==> src/rtl/ir_power_ctrl.sv <==
// IR power/channel controller: decodes validated IR command bytes into a
// global power state, per-channel enables and a status LED with an
// acknowledge blink, repeat-code holdoff and optional idle auto-standby.
module ir_power_ctrl #(
    parameter int               CMD_W       = 8,
    parameter int               N_CH        = 4,
    parameter logic [CMD_W-1:0] CMD_POWER   = 8'h80,
    parameter logic [CMD_W-1:0] CMD_CH_BASE = 8'h10,
    parameter int               HOLDOFF_CYC = 1000000,
    parameter int               BLINK_CYC   = 5000000,
    parameter int               IDLE_CYC    = 0
) (
    input  logic             clk,
    input  logic             rst_n,
    input  logic [CMD_W-1:0] ir_cmd,
    input  logic             ir_valid,
    output logic             led,
    output logic             power_on,
    output logic [N_CH-1:0]  ch_en,
    output logic             cmd_ack,
    output logic             timeout_evt
);

    // Counter widths; a zero-length parameter still gets a 1-bit counter.
    localparam int HOLD_W  = (HOLDOFF_CYC > 0) ? $clog2(HOLDOFF_CYC + 1) : 1;
    localparam int BLINK_W = (BLINK_CYC > 0)   ? $clog2(BLINK_CYC + 1)   : 1;
    localparam int IDLE_W  = (IDLE_CYC > 0)    ? $clog2(IDLE_CYC + 1)    : 1;

    localparam logic [HOLD_W-1:0]  HOLD_LOAD  = (HOLDOFF_CYC > 0) ? HOLD_W'(HOLDOFF_CYC - 1) : '0;
    localparam logic [BLINK_W-1:0] BLINK_LOAD = BLINK_W'(BLINK_CYC);
    localparam logic [IDLE_W-1:0]  IDLE_LAST  = (IDLE_CYC > 0) ? IDLE_W'(IDLE_CYC - 1) : '0;
    localparam bit                 IDLE_EN    = (IDLE_CYC > 0);
    localparam logic [CMD_W:0]     CH_LIMIT   = (CMD_W + 1)'(N_CH);

    localparam logic [1:0] ST_STANDBY = 2'b00;
    localparam logic [1:0] ST_ON      = 2'b01;

    logic [1:0]         r_state;
    logic [N_CH-1:0]    r_ch_en;
    logic               r_led;
    logic               r_power_on;
    logic               r_cmd_ack;
    logic               r_timeout_evt;
    logic [HOLD_W-1:0]  r_holdoff_cnt;
    logic [BLINK_W-1:0] r_blink_cnt;
    logic [IDLE_W-1:0]  r_idle_cnt;
    logic [CMD_W-1:0]   r_last_cmd;
    logic               r_last_vld;

    logic [CMD_W:0]     w_ch_off;
    logic               w_is_power;
    logic               w_is_ch;
    logic               w_repeat;
    logic               w_legal;
    logic               w_accept;
    logic               w_idle_hit;
    logic               w_timeout;
    logic [1:0]         w_state_nxt;
    logic [N_CH-1:0]    w_ch_nxt;
    logic [HOLD_W-1:0]  w_holdoff_nxt;
    logic [BLINK_W-1:0] w_blink_nxt;
    logic [IDLE_W-1:0]  w_idle_nxt;

    // Extra MSB on the offset catches codes below the channel base.
    assign w_ch_off   = {1'b0, ir_cmd} - {1'b0, CMD_CH_BASE};
    assign w_is_power = (ir_cmd == CMD_POWER);
    assign w_is_ch    = ~w_ch_off[CMD_W] && (w_ch_off < CH_LIMIT);
    assign w_repeat   = r_last_vld && (ir_cmd == r_last_cmd) && (r_holdoff_cnt != '0);
    assign w_legal    = (r_state == ST_STANDBY) || (r_state == ST_ON);
    // Channel codes only count as commands once powered on; power code wins any overlap.
    assign w_accept   = ir_valid && !w_repeat && w_legal &&
                        (w_is_power || (w_is_ch && (r_state == ST_ON)));
    assign w_idle_hit = IDLE_EN && (r_state == ST_ON) && (r_idle_cnt == IDLE_LAST);

    // Next power state and channel enables; an accepted command pre-empts the timeout.
    always_comb begin
        w_state_nxt = r_state;
        w_ch_nxt    = r_ch_en;
        w_timeout   = 1'b0;
        case (r_state)
            ST_STANDBY: begin
                if (w_accept) begin
                    w_state_nxt = ST_ON;
                end
            end
            ST_ON: begin
                if (w_accept) begin
                    if (w_is_power) begin
                        w_state_nxt = ST_STANDBY;
                        w_ch_nxt    = '0;
                    end else begin
                        for (int i = 0; i < N_CH; i++) begin
                            if (w_ch_off == (CMD_W + 1)'(i)) begin
                                w_ch_nxt[i] = ~r_ch_en[i];
                            end
                        end
                    end
                end else if (w_idle_hit) begin
                    w_state_nxt = ST_STANDBY;
                    w_ch_nxt    = '0;
                    w_timeout   = 1'b1;
                end
            end
            default: begin
                w_state_nxt = ST_STANDBY;
                w_ch_nxt    = '0;
            end
        endcase
    end

    // Saturating counters: holdoff and blink reload on accept, idle runs only while ON.
    always_comb begin
        w_holdoff_nxt = (r_holdoff_cnt != '0) ? r_holdoff_cnt - 1'b1 : '0;
        w_blink_nxt   = (r_blink_cnt != '0)   ? r_blink_cnt - 1'b1   : '0;
        w_idle_nxt    = '0;
        if (w_accept) begin
            w_holdoff_nxt = HOLD_LOAD;
            w_blink_nxt   = BLINK_LOAD;
        end
        if (IDLE_EN && !w_accept && (w_state_nxt == ST_ON)) begin
            w_idle_nxt = (r_idle_cnt != '1) ? r_idle_cnt + 1'b1 : r_idle_cnt;
        end
    end

    // State, counters and registered outputs.
    always_ff @(posedge clk or negedge rst_n) begin
        if (!rst_n) begin
            r_state       <= ST_STANDBY;
            r_ch_en       <= '0;
            r_led         <= 1'b1;
            r_power_on    <= 1'b0;
            r_cmd_ack     <= 1'b0;
            r_timeout_evt <= 1'b0;
            r_holdoff_cnt <= '0;
            r_blink_cnt   <= '0;
            r_idle_cnt    <= '0;
            r_last_cmd    <= '0;
            r_last_vld    <= 1'b0;
        end else begin
            r_state       <= w_state_nxt;
            r_ch_en       <= w_ch_nxt;
            r_led         <= (w_state_nxt == ST_STANDBY) ^ (w_blink_nxt != '0);
            r_power_on    <= (w_state_nxt == ST_ON);
            r_cmd_ack     <= w_accept;
            r_timeout_evt <= w_timeout;
            r_holdoff_cnt <= w_holdoff_nxt;
            r_blink_cnt   <= w_blink_nxt;
            r_idle_cnt    <= w_idle_nxt;
            if (w_accept) begin
                r_last_cmd <= ir_cmd;
                r_last_vld <= 1'b1;
            end
        end
    end

    assign led         = r_led;
    assign power_on    = r_power_on;
    assign ch_en       = r_ch_en;
    assign cmd_ack     = r_cmd_ack;
    assign timeout_evt = r_timeout_evt;

endmodule

==> config.mk <==
export PLATFORM = sky130hd
export DESIGN_NAME = ir_power_ctrl
export DESIGN_NICKNAME = d
export VERILOG_FILES = /design/src/rtl/ir_power_ctrl.sv
export SDC_FILE = /design/constraint.sdc
export NUM_CORES = 1
export LEC_CHECK = 0
export BUFFER_PORTS_ARGS = -buffer_cell sky130_fd_sc_hd__buf_2
export CORE_ASPECT_RATIO = 0.8
export CORE_MARGIN = 2
export CORE_UTILIZATION = 50
export DETAILED_ROUTE_END_ITERATION = 12
export PLACE_DENSITY_LB_ADDON = 0.2
export REMOVE_ABC_BUFFERS = 1
export SYNTH_ARGS = -nofsm -noshare
export SYNTH_HDL_FRONTEND = slang
export SYNTH_SLANG_ARGS = --single-unit
==> constraint.sdc <==
create_clock -name clk -period 4.01 [get_ports clk]
set_input_delay 0.2005 -clock clk [delete_from_list [all_inputs] [get_ports clk]]
set_output_delay 0.2005 -clock clk [all_outputs]
set_load 0.01 [all_outputs]
# == Yosys cells after proc, flatten, opt, wreduce, memory -nomap -nowiden ==
# Index checks and enable logic that the tools add are counted.
# classes
n_addsub,3
order_cmp,1
eq_ne,12
muxes,15
bitwise_logic,7
reduce_logical,20
# ops
operator,n
$mux W23,2
$reduce_bool A23 Y1,2
$mux W20,2
$sub A23 B1 Y23 const B,1
$reduce_bool A20 Y1,1
$sub A20 B1 Y20 const B,1
$eq A9 B2 Y1 const B,2
$ne A3 B2 Y1 const B,4
$reduce_and A3 Y1,4
$eq A9 B1 Y1 const B,1
$logic_not A9 Y1,1
$lt A9 B3 Y1 const B,1
$sub A8 B5 Y9 const B,1
$eq A8 B8 Y1,1
$eq A8 B8 Y1 const B,1
$mux W4,2
$pmux W4 S2,1
$logic_and A1 B1 Y1,7
$mux W2,3
$not A1 Y1,6
$eq A2 B1 Y1 const B,2
$logic_not A2 Y1,2
$mux W1,4
$pmux W2 S2,1
other kinds (4),5
# totals
register_bits,61
inputBits,11
out_inout_bits,8

# == Depth between registers and ports, before layout ==
# Gate-level depths: netlist (run 1).
# logic_depth
word_depth,11
depth_mapped,11
depth_no_buf,10

# == Worst setup path before layout (run 1) ==
# Ideal clock, no wire load.
# synth_timing
path_type,register -> register
from,register r_holdoff_cnt[0]
to,register r_ch_en[0] (netlist: ch_en[0])
setup_ps,132
arrival_time_ps,2368
path_slack_ps,1510
stages_incl_launch_ff,12
period_less_slack_ps,2500
cell_sequence,dfrtp_1 -> inv_1 -> ha_1 -> or4b_4 -> nor4_4 -> a2111oi_2 -> a211o_1 -> buf_6 -> inv_2 -> a21oi_1 -> o21ai_0 -> o41ai_1
# synth_between
elab_chain_len,8
# synth_rtl
element,line,text
start: declaration,44,logic [HOLD_W-1:0] r_holdoff_cnt;
start signal: assignment,146,r_holdoff_cnt <= w_holdoff_nxt;
$reduce_bool A20 Y1,68,assign w_repeat = r_last_vld && (ir_cmd == r_last_cmd) && (r_holdoff_cnt != '0);
$logic_and A1 B1 Y1,68,
$logic_not A1 Y1,71,assign w_accept = ir_valid && !w_repeat && w_legal &&
$logic_and A1 B1 Y1 (3 in a row),71,
via w_accept,55,logic w_accept;
$ne A2 B2 Y1 (no line),-,
$reduce_and A3 Y1 (no line),-,
end signal: assignment,141,r_ch_en <= w_ch_nxt;
end: declaration,39,logic [N_CH-1:0] r_ch_en;
# The timed path passes the listed nets, and every way through them passes these cells.
# A chain may end at the register's enable or synchronous reset.

# == Worst setup path after layout (run 1) ==
# layout_timing
from,register r_holdoff_cnt[0]
to,register r_ch_en[1] (netlist: ch_en[1])
# Same word-level chain as after synthesis.

==> metrics.txt, run 1 <==
status=finished, final reports clean; Die Y=75.28 um; grt peak-use layer=met2; unique cell type count in the Yosys netlist=50; Pwr Total=roughly 0.0016 W; GR Util met3=5.806%; critical register-to-register path endpoint=ch_en[1]; hold depth=2; internal power contribution=~0.0011 W; PwrDens=around 450 nW/um2; per-cell routed wire length=approximately 15 um; Seq pwr share=51.1%; Initial Utilization=a little over half; via count of the first global-routing pass=about 2,300; register bit total from synthesis=61; placed instance count=between 400 and 500; Logic pwr share=approximately 15%; # diodes=0; CTS max path bufs=2; HP Class=in2reg; Tmin final=roughly 3.1 ns; critical path arrival=3.33 ns; final setup vio count=0; DRT Pass-1 Iters=4; Commonest cells post-synth=dfrtp_1 (60), nor2_1 (35), o21ai_0 (29), nand2_1 (24), xnor2_1 (24); reg2reg start=r_holdoff_cnt[0]; post-route insts no fill=approximately 440; Max FO, Critical Path=29; R2R cell count=10; CP startpoint=r_holdoff_cnt[0]; Setup crit end kind=flop; Clk pin slew, worst setup/hold paths=0.06 ns; vias=2,456; Max-cap violations=0; Net Sw Frac=between 20 and 30%; top cells by area, synth=dfrtp_1 (47%), xnor2_1 (6.6%), o21ai_0 (4.6%); CP endpoint=ch_en[1]; Synthesis Warnings=0; clk_lat worst skew=0.34 ns; peak supply drop=198.8 uV; flop2flop setup slack=0.90 ns; startpoint types=flop; layout cells sized above 1=~12%; post-route ant nets=0; number of post-CTS setup repair buffers=0; core area=6037 um2; critical path class=reg2reg; grt total ovfl=0; initial antenna violation count=0; Post-synth EDFFs=0; top_reg_cell synth=dfrtp_1; fin. max-slew vios=0; Final #Nets=367; CTS resizes=0; CTS tree=built; routability cong.=about 0.86; share of the synthesized area in the top cell type=47.28%; # IOs=19; TritonCTS Buffers=9; largest net degree at the start of global routing=34; # fillers=a little over 500; gr usage total=roughly 20%; initial DRC count=between 150 and 200; final WL=about 6500 um; most common cell in the synthesized netlist=dfrtp_1; Die Width=93.10 um; FMAX=321.0 MHz; Final Skew=about 0.009 ns; final setup TNS=0 ns; die area=~7000 um2; Area Growth Syn to Fin=11.31%; met1 Track Usage GR=between 20% and 30%; post-synth top area cell=dfrtp_1; clock share of power=33.7%; RSZ-0062 raised after global routing=no; row cnt=25; synthesized area=3176 um2; Final period util=between 70 and 80%; Worst EP required=4.23 ns; FFs w/ async S/R, synth=100.0%; Worst-Margin Slew=0.8397 ns; # clock sinks=slightly above 60; sw power=0.0004569 W; post-synthesis sequential area ratio=between 40% and 50%; Final Util=between 50% and 60%; Post-Synthesis Cells=329; worst setup margin=around 0.9 ns; GR Util met2=30.92%; Vias/cell=~5.6; Fin. Hold Viols=0; Worst slew margin=between 40 and 50%; Pleak=between 1 and 1.5 nW; post-detail-place hpwl=4527 um; Root Buffer=clkbuf_8; drc violations=0; H-tree level count=3; worst slack, placed=0.9017 ns; Avg Inst Size Synth=roughly 9.7 um2; port buffer count=17; first-pass GRT wire length=10,960 um
-- critical path, stage by stage (launching register included) --
cell	delay, ns
dfrtp_1	0.40
inv_1	0.06
ha_1	0.19
or4b_4	0.48
nor4_4	0.37
a2111oi_2	0.15
a211o_1	0.62
inv_2	0.27
a21oi_1	0.15
o21ai_0	0.19
o41ai_1	0.10
-- routing by layer --
metal / vias to the layer above / part of all wire (%)
li1: 1210 / -
met1: 1185 / 50
met2: 55 / 44
met3: 6 / 5.4
met4: 0 / 0.66
met5: - / 0
-- power by group through the flow --
stage	combinational [W]	sequential, W	clock (W)
after floorplan	0.000176	0.000791	0
after global placement	0.000228	0.000811	0
after detailed placement	0.000238	0.000812	0
after CTS	0.000240	0.000802	0.000540
after global routing	0.000275	0.000818	0.000565
final	0.000239	0.000805	0.000532
-- stage by stage --
stage          hold WS [ns]  cell area (um2)
5_1_grt              0.1636             3535
3_3_place_gp         0.3199             3337
3_5_place_dp         0.3119             3337
2_1_floorplan      -0.09509             3120
6_report             0.1508             3535
4_1_cts              0.1344             3535
-- registers in the layout, summed over array words and instances (netlist names) --
register       count
r_last_cmd         8
led                1
r_last_vld         1
r_holdoff_cnt     20
r_blink_cnt       23
r_state            2
cmd_ack            1
ch_en              4
power_on           1
-- logic make-up after synthesis --
| family | share of synthesized area (%) |
|---|---|
| AO/OA/AOI/OAI | 12.33 |
| XOR/XNOR | 9.929 |
| adder cells (fa/ha/maj) | 1.970 |
| buffers and inverters | 3.743 |
| flip-flops | 48.11 |
| multiplexers | 0.6698 |
| other | 0.1181 |
| AND/OR/NAND/NOR | 23.13 |
-- worst min-delay path by stage --
stage,startpoint,to,slack [ns]
final,ir_cmd[1],ch_en[0],0.15
after global routing,ir_cmd[0],ch_en[0],0.16
after CTS,ir_cmd[0],ch_en[0],0.13
after detailed placement,rst_n,r_holdoff_cnt[7],0.31
after global placement,rst_n,r_holdoff_cnt[7],0.32
after floorplan,rst_n,ch_en[0],-0.1
-- layout make-up --
cell class,count,area [um2],area share (%)
clock buffers,14,152.6,4.319
clock inverters,2,35.03,0.9912
inverters,16,60.06,1.699
multi-input cells,241,1533,43.36
flip-flops and latches,61,1528,43.22
well taps,81,101.3,2.867
repair buffers,22,125.1,3.540
-- cells in the final DEF (no fill, tap or decap), drive strengths merged, types with 3 or more instances in the layout --
master	instances
xnor2	24
nor2b	4
clkbuf	14
a31oi	4
dfrtp	60
nand2	24
o21ai	29
nand4b	3
nor3	14
a21oi	10
ha	5
or3	6
or4	6
nand4	5
buf	21
and2	5
nand3	10
a211o	3
xor2	12
nor2	35
inv	16
and3	5
o41ai	7
nor4	7
-- what timing repair did --
action                                  4_1_cts  5_1_grt
hold buffers                                  1        0
endpoints found under the setup margin        0        0
endpoints found under the hold margin        32        0
No activity file was read; power rests on OpenSTA's default activity.
==> inputs of run 2 (changes only) <==
==> constraint.sdc (replaced) <==
create_clock -name clk -period 2.8 [get_ports clk]
set_input_delay 0.14 -clock clk [delete_from_list [all_inputs] [get_ports clk]]
set_output_delay 0.14 -clock clk [all_outputs]
set_load 0.01 [all_outputs]
==> run 2 against run 1 <==
  * Count of clock-buffer cells in the layout shrank 2
  * Setup slack lost 0.68 ns
  * Clock skew shrank 0.0023 ns
  * Final area grew 2.5%
  * Via count grew 0.24%
  * Critical path type unchanged
  * Combinational power grew 48%
  * Register-to-register slack lost 0.68 ns
  * Clock power grew 47%
  * Die area is the same
  * Hold slack lost 0.080 ns
==> metrics.txt, run 2 (synthesis results as in run 1) <==
layout cells sized above 1=between 10% and 20%; routability cong.=0.8140; status=finished, final reports clean; reg2reg start=r_holdoff_cnt[0]; final setup TNS=0 ns; post-route ant nets=0; cell area after layout=approximately 3600 um2; Max FO, Critical Path=12; clk_lat worst skew=around 0.35 ns; row cnt=25; slowest stage cell, crit path=or4b_4; worst path cell trace=inv_1 -> ha_1 -> or4b_4 -> nor4_4 -> a2111oi_2 -> a211o_2 -> buf_4 -> nand2_1 -> buf_12 -> nor2_1; Hold Path Sink=r_last_cmd[6]; Final Skew=about 0.0068 ns; first-pass GRT wire length=between 10,000 and 15,000 um; hold path startpoint=ir_cmd[6]; critical path arrival=~2.8 ns; startpoint types=flop; port buffer count=17; biggest regs=r_blink_cnt: 23 flops, r_holdoff_cnt: 20 flops, r_last_cmd: 8 flops; # fillers=513; RSZ-0062 raised after global routing=no; via count of the first global-routing pass=2,318; Crit path max-delay family=simple AND/OR/NAND/NOR gates; TritonCTS Buffers=9; drc violations=0; Setup crit end kind=flop; Initial Utilization=~53%; fin. max-slew vios=0; R2R cell count=10; largest register by flop count=r_blink_cnt; Worst EP required=3.03 ns; H-tree level count=3; most frequent cells in the layout=dfrtp_1 (60), nor2_1 (35), o21ai_0 (29); initial DRC count=roughly 160; CTS max path bufs=2; # clock sinks=61; per-cell routed wire length=around 15 um; hold depth=3; critical register-to-register path endpoint=r_blink_cnt[2]; largest net degree at the start of global routing=35; # IOs=19; Fin. Hold Viols=0; crit path buf inv count=3; DRT Pass-1 Iters=4; max FFs per register=23; die area=approximately 7000 um2; CP max stage delay=0.49 ns; Area Growth Syn to Fin=14.15%; final WL=around 6500 um; initial antenna violation count=0; gr usage total=20.83%; peak supply drop=267.4 uV; PwrDens=~630 nW/um2; Worst slew margin=roughly 50%; Root Buffer=clkbuf_8; Die Width=93.10 um; Tmin final=around 2.6 ns; flop2flop setup slack=0.22 ns; # diodes=0; vias=between 2,000 and 2,500; post-detail-place hpwl=4609 um; Clk pin slew, worst setup/hold paths=about 0.07 ns; Vias/cell=roughly 5.5; Die Y=75.28 um; Final period util=around 92%; Max-cap violations=0; CTS tree=built; Final #Nets=roughly 380; commonest non-fill, non-tap cell in the layout=dfrtp_1; core area=approximately 6000 um2; final setup vio count=0; Placed Area=roughly 3400 um2; Pleak=around 1.5 nW; Worst-Margin Slew=roughly 0.75 ns; FMAX=just under 400 MHz; critical path class=reg2reg; grt total ovfl=0; HP Class=in2reg
-- run 2: changes by cell type in the layout (fill, tap and decap cells not counted), sizes merged --
cell,change
buf,+9
clkinvlp,+1
clkbuf,-2
clkinv,+1
-- run 2: timing repair --
action	CTS	global route
endpoints found under the hold margin	31	0
hold buffers	1	0
buffers inserted	0	1
resized for setup	0	2
endpoints found under the setup margin	0	16
-- run 2: metrics by stage --
| stage | setup WS [ns] | std cells | hold slack, ns | util (%) | total power (W) |
|---|---|---|---|---|---|
| final | 0.2180 | 446 | 0.07108 | 60.04 | 0.002295 |
| after global routing | 0.01153 | 446 | 0.1071 | 60.04 | 0.002412 |
| after floorplan | 0.05702 | 318 | -0.1556 | - | 0.001385 |
| after detailed placement | 0.1239 | 428 | 0.2460 | 56.48 | 0.001517 |
| after CTS | 0.1032 | 445 | 0.06445 | 59.83 | 0.002304 |
| after global placement | 0.1303 | 428 | 0.2518 | 56.48 | 0.001498 |
-- run 2: report_power, final --
part	switching, W	internal, W	total, W
combinational	0.000183	0.000170	0.000354
clock	0.000351	0.000433	0.000784
sequential	0.000154	0.00100	0.00116
total	0.000688	0.00161	0.00230
-- run 2: final cells by class --
type / count / area (um2) / area share (%)
well taps: 81 / 101.3 / 2.796
inverters: 16 / 60.06 / 1.657
multi-input cells: 241 / 1538 / 42.42
repair buffers: 31 / 205.2 / 5.661
clock inverters: 4 / 47.55 / 1.312
clock buffers: 12 / 145.1 / 4.004
flip-flops and latches: 61 / 1528 / 42.15
-- run 2: worst max path at each step --
| stage | start | to | slack (ns) | cells after the start |
|---|---|---|---|---|
| 6_report | r_holdoff_cnt[0] | r_blink_cnt[2] | 0.22 | 10 |
| 5_1_grt | r_holdoff_cnt[0] | ch_en[0] | 0.01 | 10 |
| 4_1_cts | r_blink_cnt[0] | led | 0.10 | 9 |
| 3_5_place_dp | r_blink_cnt[0] | led | 0.12 | 9 |
| 3_3_place_gp | r_blink_cnt[0] | led | 0.13 | 9 |
| 2_1_floorplan | r_holdoff_cnt[0] | ch_en[0] | 0.06 | 10 |
-- run 2: worst min-delay path, delay by kind of cell --
family | cells | cell delay (ns)
buffers and inverters | 1 | 0.14
AND/OR/NAND/NOR | 2 | 0.10
-- run 2: metal layers --
metal / global-route usage [%] / up-vias / share of wire [%]
li1: - / 1215 / -
met1: 30.21 / 1187 / 52
met2: 30.03 / 49 / 42
met3: 4.805 / 11 / 3.6
met4: 9.314 / 0 / 2.0
met5: 0 / - / 0
==> inputs of run 3 (changes only) <==
==> constraint.sdc (replaced) <==
create_clock -name clk -period 2.5 [get_ports clk]
set_input_delay 0.125 -clock clk [delete_from_list [all_inputs] [get_ports clk]]
set_output_delay 0.125 -clock clk [all_outputs]
set_load 0.01 [all_outputs]
==> run 3 against run 2 <==
  * The flow now finishes with violations (negative setup slack)
  * Combinational power rose by 40%
  * Hold slack lost 0.0043 ns
  * Die area did not move
  * Clock power is 8.2% higher
  * Global-route usage down 0.32 points
  * Via count is 4.5% higher
==> metrics.txt, run 3 (synthesis results as in run 1) <==
status=complete, but fails checks; failing checks=negative setup slack; max FFs per register=23; # IOs=19; core area=just over 6000 um2; gr usage total=between 20% and 30%; Worst EP required=2.77 ns; biggest regs=r_blink_cnt: 23 flops, r_holdoff_cnt: 20 flops, r_last_cmd: 8 flops; post-route ant nets=0; DR top layer=met4; Final #Nets=~400; Root Buffer=clkbuf_8; sw power=around 0.0008 W; port buffer count=17; routability cong.=just under 0.9; clk_lat worst skew=about 0.33 ns; Die Y=75.28 um; startpoint types=flop; worst setup margin=-0.09628 ns; critical path class=reg2reg; fin. max-slew vios=0; critical path arrival=around 2.9 ns; commonest non-fill, non-tap cell in the layout=dfrtp_1; initial DRC count=between 100 and 150; drc violations=0; Max FO, Critical Path=6; layout cells sized above 1=between 20% and 30%; Worst-Margin Slew=about 0.66 ns; row cnt=25; PwrDens=between 600 and 700 nW/um2; peak supply drop=around 340 uV; Final Skew=0.009197 ns; post-detail-place hpwl=approximately 4800 um; DRT Pass-1 Iters=4; Fin. Hold Viols=0; via count of the first global-routing pass=roughly 2,300; Final period util=103.9%; first-pass GRT wire length=~11,000 um; initial antenna violation count=0; smallest hold slack=0.06682 ns; RSZ-0062 raised after global routing=yes; HP Class=in2reg; CTS max path bufs=2; final WL=just under 7000 um; routed wl met3=~320 um; Worst slew margin=between 50 and 60%; largest net degree at the start of global routing=35; Area Growth Syn to Fin=22.70%; Max-cap violations=0; final setup vio count=26; Placed Area=approximately 3500 um2; clock share of power=32.3%; TritonCTS Buffers=9; Vias/cell=between 5 and 6; flop2flop setup slack=-0.1 ns; met1 WL=3569 um; Pleak=roughly 1.7 nW; FMAX=slightly below 400 MHz; grt total ovfl=0; Logic pwr share=a little under a fifth; cell area after layout=between 3000 and 4000 um2; CTS tree=built; per-cell routed wire length=14.64 um; Clk pin slew, worst setup/hold paths=roughly 0.070 ns; vias=between 2,000 and 3,000; # fillers=approximately 500; Met2 Routed Length=2911 um; # diodes=0; Net Sw Frac=around 30%; most frequent cells in the layout=dfrtp_1 (60), nor2_1 (34), buf_4 (30); Die Width=93.10 um; die area=between 7000 and 8000 um2; internal power contribution=0.001828 W; Initial Utilization=approximately 53%; H-tree level count=3; largest register by flop count=r_blink_cnt; Setup crit end kind=flop; # clock sinks=between 60 and 70; Tmin final=roughly 2.6 ns; Seq pwr share=just under 50%
## run 3: per-layer routing
metal,track usage (%),vias up
met2,29.07,56
met3,6.206,7
li1,-,1264
met4,4.575,0
met5,0,-
met1,31.09,1245
## run 3: final timing paths
check                                      start                to  cells past startpoint
worst max-delay path            r_holdoff_cnt[0]               led                     10
worst min-delay path                   ir_cmd[6]     r_last_cmd[6]                      3
worst max register to register  r_holdoff_cnt[0]               led                     10
worst min register to register          ch_en[2]          ch_en[2]                      1
max in group asynchronous                  rst_n               led                      3
min in group asynchronous                  rst_n  r_holdoff_cnt[7]                      2
## run 3: worst max-delay path: stages (launching register included)
cell and delay (ns):
dfrtp_1 0.39, inv_2 0.07, ha_4 0.12, or4b_4 0.46
nor4_4 0.36, a2111oi_4 0.13, a211o_2 0.41, buf_6 0.15
nor3_4 0.22, a211oi_4 0.06, xnor2_1 0.15
## run 3: timing repair
item	CTS	global route
hold buffers	1	0
setup endpoints to repair	14	20
cloned	0	1
resized for setup	1	24
pin swaps	1	10
setup buffers	0	6
hold endpoints to repair	27	0
## run 3: per-stage QoR
step	power [W]	cells	worst slack, ns	setup TNS [ns]	util (%)
final	0.002623	469	-0.09628	-0.6943	64.54
after global routing	0.002772	469	-0.1886	-5.016	64.54
after CTS	0.002609	462	0.01316	0	62.13
after detailed placement	0.001754	445	-0.05541	-0.3000	58.80
after global placement	0.001734	445	0.03460	0	58.80
after floorplan	0.001551	318	-0.2430	-3.531	-
## run 3: cell type report
class / count / area (um2) / share of cell area [%]
Inverter: 16 / 62.56 / 1.606
Timing Repair Buffer: 54 / 419.2 / 10.76
Clock inverter: 7 / 66.31 / 1.702
Sequential cell: 61 / 1528 / 39.21
Tap cell: 81 / 101.3 / 2.601
Clock buffer: 9 / 123.9 / 3.179
Multi-Input combinational cell: 241 / 1595 / 40.94
## run 3: power by group through the flow
| stage | logic, W | registers, W | clock network (W) |
|---|---|---|---|
| 4_1_cts | 0.000471 | 0.00127 | 0.000868 |
| 3_3_place_gp | 0.000452 | 0.00128 | 0 |
| 3_5_place_dp | 0.000465 | 0.00129 | 0 |
| 5_1_grt | 0.000559 | 0.00130 | 0.000912 |
| 6_report | 0.000496 | 0.00128 | 0.000848 |
| 2_1_floorplan | 0.000282 | 0.00127 | 0 |
